**src/rtl/risc_pkg.sv**
```systemverilog
`default_nettype none
// ============================================================================
// Module   : risc_pkg
// Brief    : Shared EX-stage types and constants for the 5-bit-FS RISC pipe.
// Revision : 1.0
// ============================================================================
package risc_pkg;

    localparam logic [1:0] BS_INC  = 2'b00;
    localparam logic [1:0] BS_COND = 2'b01;
    localparam logic [1:0] BS_RAA  = 2'b10;
    localparam logic [1:0] BS_BRA  = 2'b11;

    localparam logic [4:0] FS_MOVA = 5'b00000;
    localparam logic [4:0] FS_INC  = 5'b00001;
    localparam logic [4:0] FS_ADD  = 5'b00010;
    localparam logic [4:0] FS_SUB  = 5'b00101;
    localparam logic [4:0] FS_DEC  = 5'b00110;
    localparam logic [4:0] FS_AND  = 5'b01000;
    localparam logic [4:0] FS_OR   = 5'b01010;
    localparam logic [4:0] FS_XOR  = 5'b01100;
    localparam logic [4:0] FS_NOT  = 5'b01110;
    localparam logic [4:0] FS_MOVB = 5'b10000;
    localparam logic [4:0] FS_LSR  = 5'b10100;
    localparam logic [4:0] FS_LSL  = 5'b11000;

    typedef enum logic [0:0] {
        RUN   = 1'b0,
        FLUSH = 1'b1
    } ex_state_t;

    // One decoded instruction as carried across DOF->EX and EX->WB.
    typedef struct packed {
        logic        rw;
        logic [4:0]  da;
        logic [1:0]  md;
        logic [1:0]  bs;
        logic        ps;
        logic        mw;
        logic [4:0]  fs;
        logic [4:0]  sh;
        logic [31:0] bus_a;
        logic [31:0] bus_b;
        logic [31:0] pc;
    } ex_fields_t;

endpackage
`default_nettype wire

```
**src/rtl/risc_ex_issue_ctrl_if.sv**
```systemverilog
`default_nettype none
// ============================================================================
// Module   : risc_ex_issue_ctrl_if
// Brief    : Valid/ready pipeline-stage handshake carrying one decoded beat.
// Revision : 1.0
// ============================================================================
interface risc_ex_issue_ctrl_if;
    import risc_pkg::*;

    logic       valid;
    logic       ready;
    ex_fields_t data;

    modport master (output valid, output data, input  ready);
    modport slave  (input  valid, input  data, output ready);
endinterface
`default_nettype wire

```
**src/rtl/risc_branch_resolve.sv**
```systemverilog
`default_nettype none
// ============================================================================
// Module   : risc_branch_resolve
// Brief    : Combinational BS/PS branch decision and redirect-target select.
// Revision : 1.0
// ============================================================================
module risc_branch_resolve
    import risc_pkg::*;
(
    input  wire logic [1:0]  bs,
    input  wire logic        ps,
    input  wire logic        z,
    input  wire logic [31:0] bra,
    input  wire logic [31:0] raa,
    output logic             taken,
    output logic [31:0]      target
);

    always_comb begin
        taken  = 1'b0;
        target = bra;
        case (bs)
            BS_INC:  taken = 1'b0;
            // PS=0 branches on zero, PS=1 on nonzero
            BS_COND: taken = (z == !ps);
            BS_RAA: begin
                taken  = 1'b1;
                target = raa;
            end
            BS_BRA:  taken = 1'b1;
            default: taken = 1'b0;
        endcase
    end

endmodule
`default_nettype wire

```
**src/rtl/risc_ex_issue_ctrl.sv**
```systemverilog
`default_nettype none
// ============================================================================
// Module   : risc_ex_issue_ctrl
// Brief    : EX-stage issue register, branch resolution and wrong-path flush.
// Revision : 1.0
// ============================================================================
module risc_ex_issue_ctrl
    import risc_pkg::*;
#(
    parameter int FLUSH_CYCLES = 2,
    parameter int CNT_W        = 32
) (
    input  wire logic             clk,
    input  wire logic             reset,
    risc_ex_issue_ctrl_if.slave   dof,
    risc_ex_issue_ctrl_if.master  ex,
    input  wire logic             EX_WB_Z,
    input  wire logic [31:0]      EX_WB_BrA,
    input  wire logic [31:0]      EX_WB_RAA,
    output logic                  branch_taken,
    output logic [31:0]           pc_target,
    output logic                  flush,
    output logic [CNT_W-1:0]      retire_cnt,
    output logic [CNT_W-1:0]      squash_cnt
);

    localparam logic [2:0]       c_FLUSH_INIT = 3'(FLUSH_CYCLES);
    localparam logic [CNT_W-1:0] c_CNT_ONE    = CNT_W'(1);

    ex_state_t        r_state;
    logic [2:0]       r_flush_ctr;
    logic             r_ex_valid;
    ex_fields_t       r_ex_data;
    logic [CNT_W-1:0] r_retire_cnt;
    logic [CNT_W-1:0] r_squash_cnt;

    logic             w_xfer;
    logic             w_dof_ready;
    logic             w_accept;
    logic             w_res_taken;
    logic [31:0]      w_res_target;
    logic             w_taken;
    logic             w_flush;

    risc_branch_resolve u_branch_resolve (
        .bs     (r_ex_data.bs),
        .ps     (r_ex_data.ps),
        .z      (EX_WB_Z),
        .bra    (EX_WB_BrA),
        .raa    (EX_WB_RAA),
        .taken  (w_res_taken),
        .target (w_res_target)
    );

    assign w_xfer      = r_ex_valid & ex.ready;
    assign w_dof_ready = !r_ex_valid | ex.ready;
    assign w_accept    = dof.valid & w_dof_ready;
    // A branch only counts once it actually leaves EX for WB.
    assign w_taken     = w_xfer & w_res_taken;
    assign w_flush     = (r_state == FLUSH) | w_taken;

    always_ff @(posedge clk) begin
        if (!reset) begin
            r_state     <= RUN;
            r_flush_ctr <= 3'd0;
        end else begin
            case (r_state)
                RUN: begin
                    if (w_taken) begin
                        r_state     <= FLUSH;
                        r_flush_ctr <= c_FLUSH_INIT;
                    end
                end
                FLUSH: begin
                    r_flush_ctr <= r_flush_ctr - 3'd1;
                    if (r_flush_ctr <= 3'd1) begin
                        r_state <= RUN;
                    end
                end
                default: begin
                    r_state     <= RUN;
                    r_flush_ctr <= 3'd0;
                end
            endcase
        end
    end

    always_ff @(posedge clk) begin
        if (!reset) begin
            r_ex_valid   <= 1'b0;
            r_ex_data    <= '0;
            r_retire_cnt <= '0;
            r_squash_cnt <= '0;
        end else begin
            if (w_xfer) begin
                r_retire_cnt <= r_retire_cnt + c_CNT_ONE;
            end
            if (w_accept && w_flush) begin
                r_ex_valid   <= 1'b0;
                r_squash_cnt <= r_squash_cnt + c_CNT_ONE;
            end else if (w_accept) begin
                r_ex_valid <= 1'b1;
                r_ex_data  <= dof.data;
            end else if (w_xfer) begin
                r_ex_valid <= 1'b0;
            end
        end
    end

    assign dof.ready    = w_dof_ready;
    assign ex.valid     = r_ex_valid;
    assign ex.data      = r_ex_data;
    assign branch_taken = w_taken;
    assign pc_target    = w_taken ? w_res_target : 32'd0;
    assign flush        = w_flush;
    assign retire_cnt   = r_retire_cnt;
    assign squash_cnt   = r_squash_cnt;

endmodule
`default_nettype wire

```
**src/flat_wrapper.sv**
```systemverilog
// flat-port wrapper written by rule: the top's interface ports become plain ports
module risc_ex_issue_ctrl_flat import risc_pkg::*;
#(
    parameter int FLUSH_CYCLES = 2,
    parameter int CNT_W        = 32
)
  (clk, reset, EX_WB_Z, EX_WB_BrA, EX_WB_RAA, branch_taken, pc_target, flush, retire_cnt, squash_cnt, dof_valid, dof_data, dof_ready, ex_valid, ex_data, ex_ready);
  risc_ex_issue_ctrl_if dof_i ();
  risc_ex_issue_ctrl_if ex_i ();
  input  wire logic clk;
  input  wire logic reset;
  input  wire logic EX_WB_Z;
  input  wire logic [31:0] EX_WB_BrA;
  input  wire logic [31:0] EX_WB_RAA;
  output logic branch_taken;
  output logic [31:0] pc_target;
  output logic flush;
  output logic [CNT_W-1:0] retire_cnt;
  output logic [CNT_W-1:0] squash_cnt;
  input wire logic [$bits(dof_i.valid)-1:0] dof_valid;
  input wire logic [$bits(dof_i.data)-1:0] dof_data;
  output wire logic [$bits(dof_i.ready)-1:0] dof_ready;
  output wire logic [$bits(ex_i.valid)-1:0] ex_valid;
  output wire logic [$bits(ex_i.data)-1:0] ex_data;
  input wire logic [$bits(ex_i.ready)-1:0] ex_ready;
  assign dof_i.valid = dof_valid;
  assign dof_i.data = dof_data;
  assign dof_ready = dof_i.ready;
  assign ex_valid = ex_i.valid;
  assign ex_data = ex_i.data;
  assign ex_i.ready = ex_ready;
  risc_ex_issue_ctrl #(.FLUSH_CYCLES(FLUSH_CYCLES), .CNT_W(CNT_W)) u_core (.clk(clk), .reset(reset), .dof(dof_i), .ex(ex_i), .EX_WB_Z(EX_WB_Z), .EX_WB_BrA(EX_WB_BrA), .EX_WB_RAA(EX_WB_RAA), .branch_taken(branch_taken), .pc_target(pc_target), .flush(flush), .retire_cnt(retire_cnt), .squash_cnt(squash_cnt));
endmodule
```
**config.mk**
```make
export PLATFORM = sky130hd
export DESIGN_NAME = risc_ex_issue_ctrl_flat
export DESIGN_NICKNAME = d
export VERILOG_FILES = /design/src/rtl/risc_pkg.sv /design/src/rtl/risc_ex_issue_ctrl_if.sv /design/src/rtl/risc_branch_resolve.sv /design/src/rtl/risc_ex_issue_ctrl.sv /design/src/flat_wrapper.sv
export SDC_FILE = /design/constraint.sdc
export NUM_CORES = 1
export LEC_CHECK = 0
export ABC_AREA = 1
export ABC_CLOCK_PERIOD_IN_PS = 2000
export CORE_AREA = 2 2 156 158
export DETAILED_ROUTE_END_ITERATION = 16
export DIE_AREA = 0 0 158 160
export PLACE_DENSITY = 0.81
export SLEW_MARGIN = 25
export SYNTH_ARGS = -nofsm -noshare
export SYNTH_HDL_FRONTEND = slang
export SYNTH_SLANG_ARGS = --single-unit
```
**constraint.sdc**
```tcl
create_clock -name clk -period 2 [get_ports clk]
set_clock_uncertainty 0.15 [all_clocks]
set_input_delay 0.3 -clock clk [delete_from_list [all_inputs] [get_ports clk]]
set_output_delay 0.3 -clock clk [all_outputs]
set_load 0.02 [all_outputs]
```
==> impl_metrics.json, run 1 <==
{
  "timing.max_slew.rel_slack": 0.717,
  "fraction_of_final_layout_cells_sized_beyond_drive_strength_1": 0.140,
  "dr.first_iter.drc_count": 592,
  "warnings_from_yosys": 0,
  "wire_length_of_the_first_global_routing_pass_mm": 49.5,
  "h-tree-depth": 4,
  "die_width_um": 158,
  "depth_of_the_worst_register_to_register_path": 14,
  "cts.reportedPaths.clkPinSlew_ns": 0.07,
  "area_of_the_placeable_core_um2": 23800,
  "gp_congestion": 0.921,
  "post-route-period-util": 1.09,
  "critical_path.top_delay_family": "buffers and inverters",
  "first_global_vias": 9563,
  "floorplan.die_area_um2": 25300,
  "avgRoutedWirePerCell_um": 16.5,
  "ios": 405,
  "timing.final.crit_period_ns": 2.17,
  "yosys_register_bits": 187,
  "mapped_cells": 1276,
  "crit_required_ns": 1.55,
  "timing.critical_path.from_type": "flop",
  "n_fill_cell": 2029,
  "setup_viol": 99,
  "drcViolationCount": 0,
  "detail_route.first_pass.iterations": 6,
  "synthDistinctLibCells": 31,
  "unrepaired_setup_endpoints_after_global_routing": "true",
  "crit_chain": "nand2_1 -> nand3_4 -> nand2_4 -> buf_12 -> nand2_4 -> buf_4 -> a21oi_2 -> buf_4",
  "failed_checks": "setup timing",
  "worst-path-buf-inv": 3,
  "place.detailed.instances": 2008,
  "ctsHoldBuffers": 0,
  "setup.worst_path.end_class": "primary output",
  "die_y_um": 160,
  "cts_inserted_buffers": 17,
  "preCtsSetupSlack_ns": -0.594,
  "crit_path_max_incr_delay_ns": 0.33,
  "route.top_layer_used": "met5",
  "maxCapViolCount": 0,
  "synth_sequential_area_ratio": 0.440,
  "power.ir.vdd_worst_mv": 0.527,
  "synth.top_cells.by_count": "nor2_1, nand2_1, dfxtp_1, o21ai_0, a21oi_1",
  "area_growth_pct": 74.2,
  "post-route-worst-setup-slack_ns": -0.174,
  "cts_tree": "built",
  "hp-class": "in -> reg",
  "yosysTopAreaCell": "dfxtp_1",
  "syn_area_per_cell_um2": 6.67,
  "status": "finished, violations left",
  "clk_root_buffer_cell": "clkbuf_16",
  "max_fo_critical_path": 5,
  "synth-edff-count": 0,
  "grtUsageTotal": 0.247,
  "synth.most_common_cell": "nor2_1",
  "routed_wl_mm": 34.2,
  "wirelength_met1_mm": 13.3,
  "hold_viol_final": 0,
  "worstMarginPinSlew_ns": 0.425,
  "synth_top_area_frac": 0.440,
  "overflow": 0,
  "critPathArrivalTime_ns": 1.72,
  "fmax_mhz": 460,
  "critPathKind": "reg -> out",
  "met2WireLength_mm": 17.1,
  "power.density_cell_area_nw_per_um2": 669,
  "initial_core_util": 0.357,
  "antenna_cells_inserted": 0,
  "leakage_nw": 6.27,
  "synth-main-ff-cell": "dfxtp_1",
  "num_vias": 10204,
  "maximum_number_of_pins_on_one_net_before_global_route_repair": 100,
  "hold_slack_ns": 0.222,
  "netlist_area_um2": 8510,
  "met3RoutedLength_mm": 2.77,
  "crit_cells": 8,
  "finalNetCount": 1925,
  "buffer_ports.inserted": 404,
  "clock_sink_count": 187,
  "dp_hpwl_mm": 23.8,
  "postRouteAntennaNets": 0,
  "postSynthNetCount": 1467,
  "finish.cell_count_without_fillers": 2071,
  "placement_rows": 57,
  "detail_route.vias_per_cell": 4.93,
  "ys_top_cells_by_area": "dfxtp_1, nor2_1, nand2_1, o21ai_0, a21oi_1",
  "worst_path_max_delay_cell": "dfxtp_2",
  "grt_antenna_before_repair": 1,
  "hold-path-cell-count": 4,
  "clock_latency_ns": 0.42,
  "cts_buffer_depth": 2,
  "ys_async_sr_fraction": 0,
  "final_max_slew_viol_count": 0
}
## logic make-up after synthesis
logic type,share of synthesized area
simple gates,0.330
buf+inv,0.0709
xor+xnor,0.0216
fa+ha+maj,0.00588
compound gates,0.131
flops,0.440
## tightest hold or removal path, delay by kind of cell
kind	cells	cell delay, ns
simple gates	1	0.10
buf+inv	3	0.35
## path summary, 6_finish.rpt
kind	startpoint	endpoint	slack (ns)
worst max-delay path	u_core.ex.data[107]	pc_target[13]	-0.17
worst min-delay path	reset	u_core.retire_cnt[25]	0.22
worst max register to register	u_core.ex.data[107]	u_core.ex.data[48]	-0.12
worst min register to register	u_core.r_flush_ctr[1]	u_core.r_flush_ctr[1]	0.34
## layer usage
layer,vias to the layer above,GRT usage
met3,66,0.0722
met4,2,0.0876
li1,4989,-
met5,-,0
met2,430,0.419
met1,4717,0.296
## sequential cells by signal, indices dropped and copies added, names as in the netlist
name / count
u_core.ex.data: 118
u_core.retire_cnt: 32
u_core.squash_cnt: 32
u_core.r_flush_ctr: 3
u_core.ex.valid: 1
u_core.r_state: 1
## power by group
part / internal, mW / switching [mW] / leakage (nW)
Clock: 1.71 / 1.75 / 0.290
Sequential: 3.96 / 0.129 / 1.54
Combinational: 1.22 / 1.16 / 4.44
Total: 6.89 / 3.04 / 6.27
## layout by cell type (no fill, tap or decap), types with 3 or more instances in the layout
cell type | Yosys | layout
dfxtp_2 | 0 | 4
xnor2_1 | 10 | 10
nor2_1 | 344 | 325
nand3_1 | 66 | 65
inv_8 | 0 | 3
clkinv_8 | 0 | 3
nor3_1 | 7 | 7
o21ai_0 | 135 | 133
a21oi_4 | 0 | 7
o21a_1 | 3 | 3
clkdlybuf4s50_1 | 0 | 333
buf_8 | 0 | 3
nand2_4 | 3 | 5
a21oi_2 | 0 | 18
dfxtp_1 | 187 | 181
clkbuf_16 | 0 | 25
buf_12 | 0 | 21
nand2_8 | 0 | 4
a21oi_1 | 80 | 55
buf_4 | 2 | 83
dlygate4sd2_1 | 0 | 13
nand2_2 | 2 | 4
o21ai_1 | 1 | 3
buf_6 | 4 | 13
nand4_1 | 12 | 12
nand2_1 | 254 | 249
xor2_1 | 11 | 11
dlymetal6s2s_1 | 0 | 21
inv_1 | 75 | 73
inv_4 | 1 | 3
nor2_2 | 3 | 20
inv_6 | 0 | 5
nor2_4 | 2 | 4
## per-stage QoR
step / setup TNS (ns) / util / instance area (um^2) / total power, mW
global placement: -70.41 / 0.558 / 13300 / 6.15
CTS: -3.18 / 0.599 / 14300 / 9.77
global route: -19.53 / 0.623 / 14800 / 10.3
detailed placement: -73.37 / 0.558 / 13300 / 6.18
floorplan: 0 / - / 8510 / 5.00
finish: -8.41 / 0.623 / 14800 / 9.93
## layout make-up
cell class	instances	area, um^2	area share
inverters	79	309	0.0208
well taps	324	405	0.0273
clock inverters	14	168	0.0113
repair buffers	501	5280	0.356
flip-flops and latches	187	3760	0.253
clock buffers	18	429	0.0289
multi-input cells	948	4480	0.302
## repair_timing
action / 4_1_cts / 5_1_grt
pin swaps: 3 / 7
gates cloned: 6 / 11
resized for setup: 216 / 87
setup buffers: 11 / 4
endpoints found under the setup margin: 60 / 211
No activity file was read; power rests on OpenSTA's default activity.
==> run 2, diff against run 1 <==
Settings changed: TNS_END_PERCENT set to 5.
==> impl_metrics.json, run 2 (synthesis gave the netlist of run 1 again) <==
{
  "crit_path_max_incr_delay_ns": 0.50,
  "maximum_number_of_pins_on_one_net_before_global_route_repair": 100,
  "cts_buffer_depth": 2,
  "final_max_slew_viol_count": 0,
  "power.density_cell_area_nw_per_um2": 678,
  "net-switching-power_mw": 2.92,
  "cts_tree": "built",
  "critPathKind": "in -> out",
  "gp_congestion": 0.921,
  "num_vias": 9950,
  "timing.critical_path.from_type": "primary input",
  "detail_route.vias_per_cell": 4.86,
  "clock_sink_count": 187,
  "wire_length_of_the_first_global_routing_pass_mm": 48.5,
  "post-route-worst-setup-slack_ns": -0.185,
  "die_width_um": 158,
  "area_of_the_placeable_core_um2": 23800,
  "fin_setup_tns_ns": -2.22,
  "h-tree-depth": 4,
  "post-route-period-util": 1.09,
  "routed_wl_mm": 31.7,
  "initial_core_util": 0.357,
  "layout_common_cells": "nor2_1, clkdlybuf4s50_1, nand2_1, dfxtp_1, o21ai_0",
  "placement_rows": 57,
  "largest_register_ffs": 118,
  "grt_antenna_before_repair": 1,
  "grtUsageTotal": 0.241,
  "status": "finished, violations left",
  "setup_viol": 32,
  "crit_required_ns": 1.55,
  "cellInternalPower_mw": 6.71,
  "finalNetCount": 1902,
  "fmax_mhz": 458,
  "drcViolationCount": 0,
  "first_global_vias": 9430,
  "maxCapViolCount": 0,
  "overflow": 0,
  "preCtsSetupSlack_ns": -0.594,
  "ios": 405,
  "detail_route.first_pass.iterations": 5,
  "wirelength_met1_mm": 12.6,
  "power.sequential.fraction": 0.424,
  "met2WireLength_mm": 15.5,
  "cts_inserted_buffers": 17,
  "route.top_layer_used": "met5",
  "fin_total_pwr_mw": 9.64,
  "clock_latency_ns": 0.42,
  "setup.worst_path.end_class": "primary output",
  "buffer_ports.inserted": 404,
  "timing.final.crit_period_ns": 2.18,
  "postRouteAntennaNets": 0,
  "comb_power_share": 0.220,
  "clk_root_buffer_cell": "clkbuf_16",
  "power.ir.vdd_worst_mv": 0.523,
  "max_fo_critical_path": 6,
  "hp-class": "in -> reg",
  "worstMarginPinSlew_ns": 0.418,
  "met3RoutedLength_mm": 2.57,
  "final_common_cell": "nor2_1",
  "power_frac_clock": 0.357,
  "power.share.switching": 0.303,
  "floorplan.die_area_um2": 25300,
  "dp_hpwl_mm": 23.8,
  "failed_checks": "setup timing",
  "fraction_of_final_layout_cells_sized_beyond_drive_strength_1": 0.114,
  "ctsHoldBuffers": 0,
  "critPathArrivalTime_ns": 1.73,
  "die_y_um": 160,
  "hold_viol_final": 0,
  "dr.first_iter.drc_count": 629,
  "unrepaired_setup_endpoints_after_global_routing": "true",
  "worst_path_max_delay_cell": "clkdlybuf4s50_1",
  "area_growth_pct": 67.0,
  "cts.reportedPaths.clkPinSlew_ns": 0.07,
  "hold_slack_ns": 0.215,
  "avgRoutedWirePerCell_um": 15.5,
  "antenna_cells_inserted": 0,
  "timing.max_slew.rel_slack": 0.721,
  "leakage_nw": 6.00,
  "crit_chain": "clkdlybuf4s50_1 -> nand2_2 -> inv_2 -> nand2_8 -> buf_12 -> buf_8 -> a21oi_4 -> buf_6"
}
## run 2: cell types whose count changed in the layout (fill, tap and decap cells not counted), sizes merged
| cell | delta |
|---|---|
| dlygate4sd2 | +1 |
| buf | -11 |
| bufbuf | -2 |
| nand2 | -1 |
| clkdlybuf4s15 | -1 |
| clkbuf | -8 |
| dlymetal6s2s | -1 |
## run 2: critical path: cells and delay by family
family	cells	cell delay, ns
compound gates	1	0.12
buf+inv	5	1.11
simple gates	2	0.18
## run 2: worst paths after layout
check                              from                     to  cells after the start  slack, ns
hold reg to reg   u_core.r_flush_ctr[1]  u_core.r_flush_ctr[1]                      2       0.33
setup reg to reg    u_core.ex.data[107]     u_core.ex.data[38]                     10       0.09
hold / removal                    reset  u_core.retire_cnt[24]                      4       0.22
setup / recovery               ex_ready          pc_target[10]                      8      -0.18
## run 2: final cells by class
cell class | instances | area (um^2)
fillers | 2124 | 9610
inverters | 79 | 299
multi-input cells | 947 | 4380
clock buffers | 18 | 429
flip-flops and latches | 187 | 3750
clock inverters | 14 | 168
repair buffers | 479 | 4790
well taps | 324 | 405
## run 2: repair_timing
| action | CTS | global route |
|---|---|---|
| endpoints found under the setup margin | 60 | 112 |
| resized for setup | 190 | 76 |
| pin swaps | 3 | 3 |
| gates cloned | 3 | 0 |
| setup buffers | 4 | 2 |
## run 2: stage by stage
stage               std cells  area [um^2]  utilization
floorplan                1276         8510            -
global placement         2008        13300        0.558
detailed placement       2008        13300        0.558
CTS                      2047        14000        0.589
global route             2048        14200        0.597
finish                   2048        14200        0.597
## run 2: per-layer routing
| layer | up-vias | GRT usage |
|---|---|---|
| li1 | 4942 | - |
| met1 | 4567 | 0.290 |
| met2 | 372 | 0.407 |
| met3 | 67 | 0.0727 |
| met4 | 2 | 0.0844 |
| met5 | - | 0 |
## run 2: power groups by stage
stage	Clock (mW)	Combinational (mW)	Sequential, mW
after floorplan	0	0.574	4.43
after global placement	0	2.00	4.15
after detailed placement	0	2.02	4.16
after CTS	3.52	2.09	4.08
after global routing	3.69	2.25	4.11
final	3.44	2.12	4.08
==> run 3, diff against run 2 <==
Settings changed: SLEW_MARGIN 25 to 10.
==> results of run 3 <==
The final DEF is identical to that of run 2; final timing and power are the same.
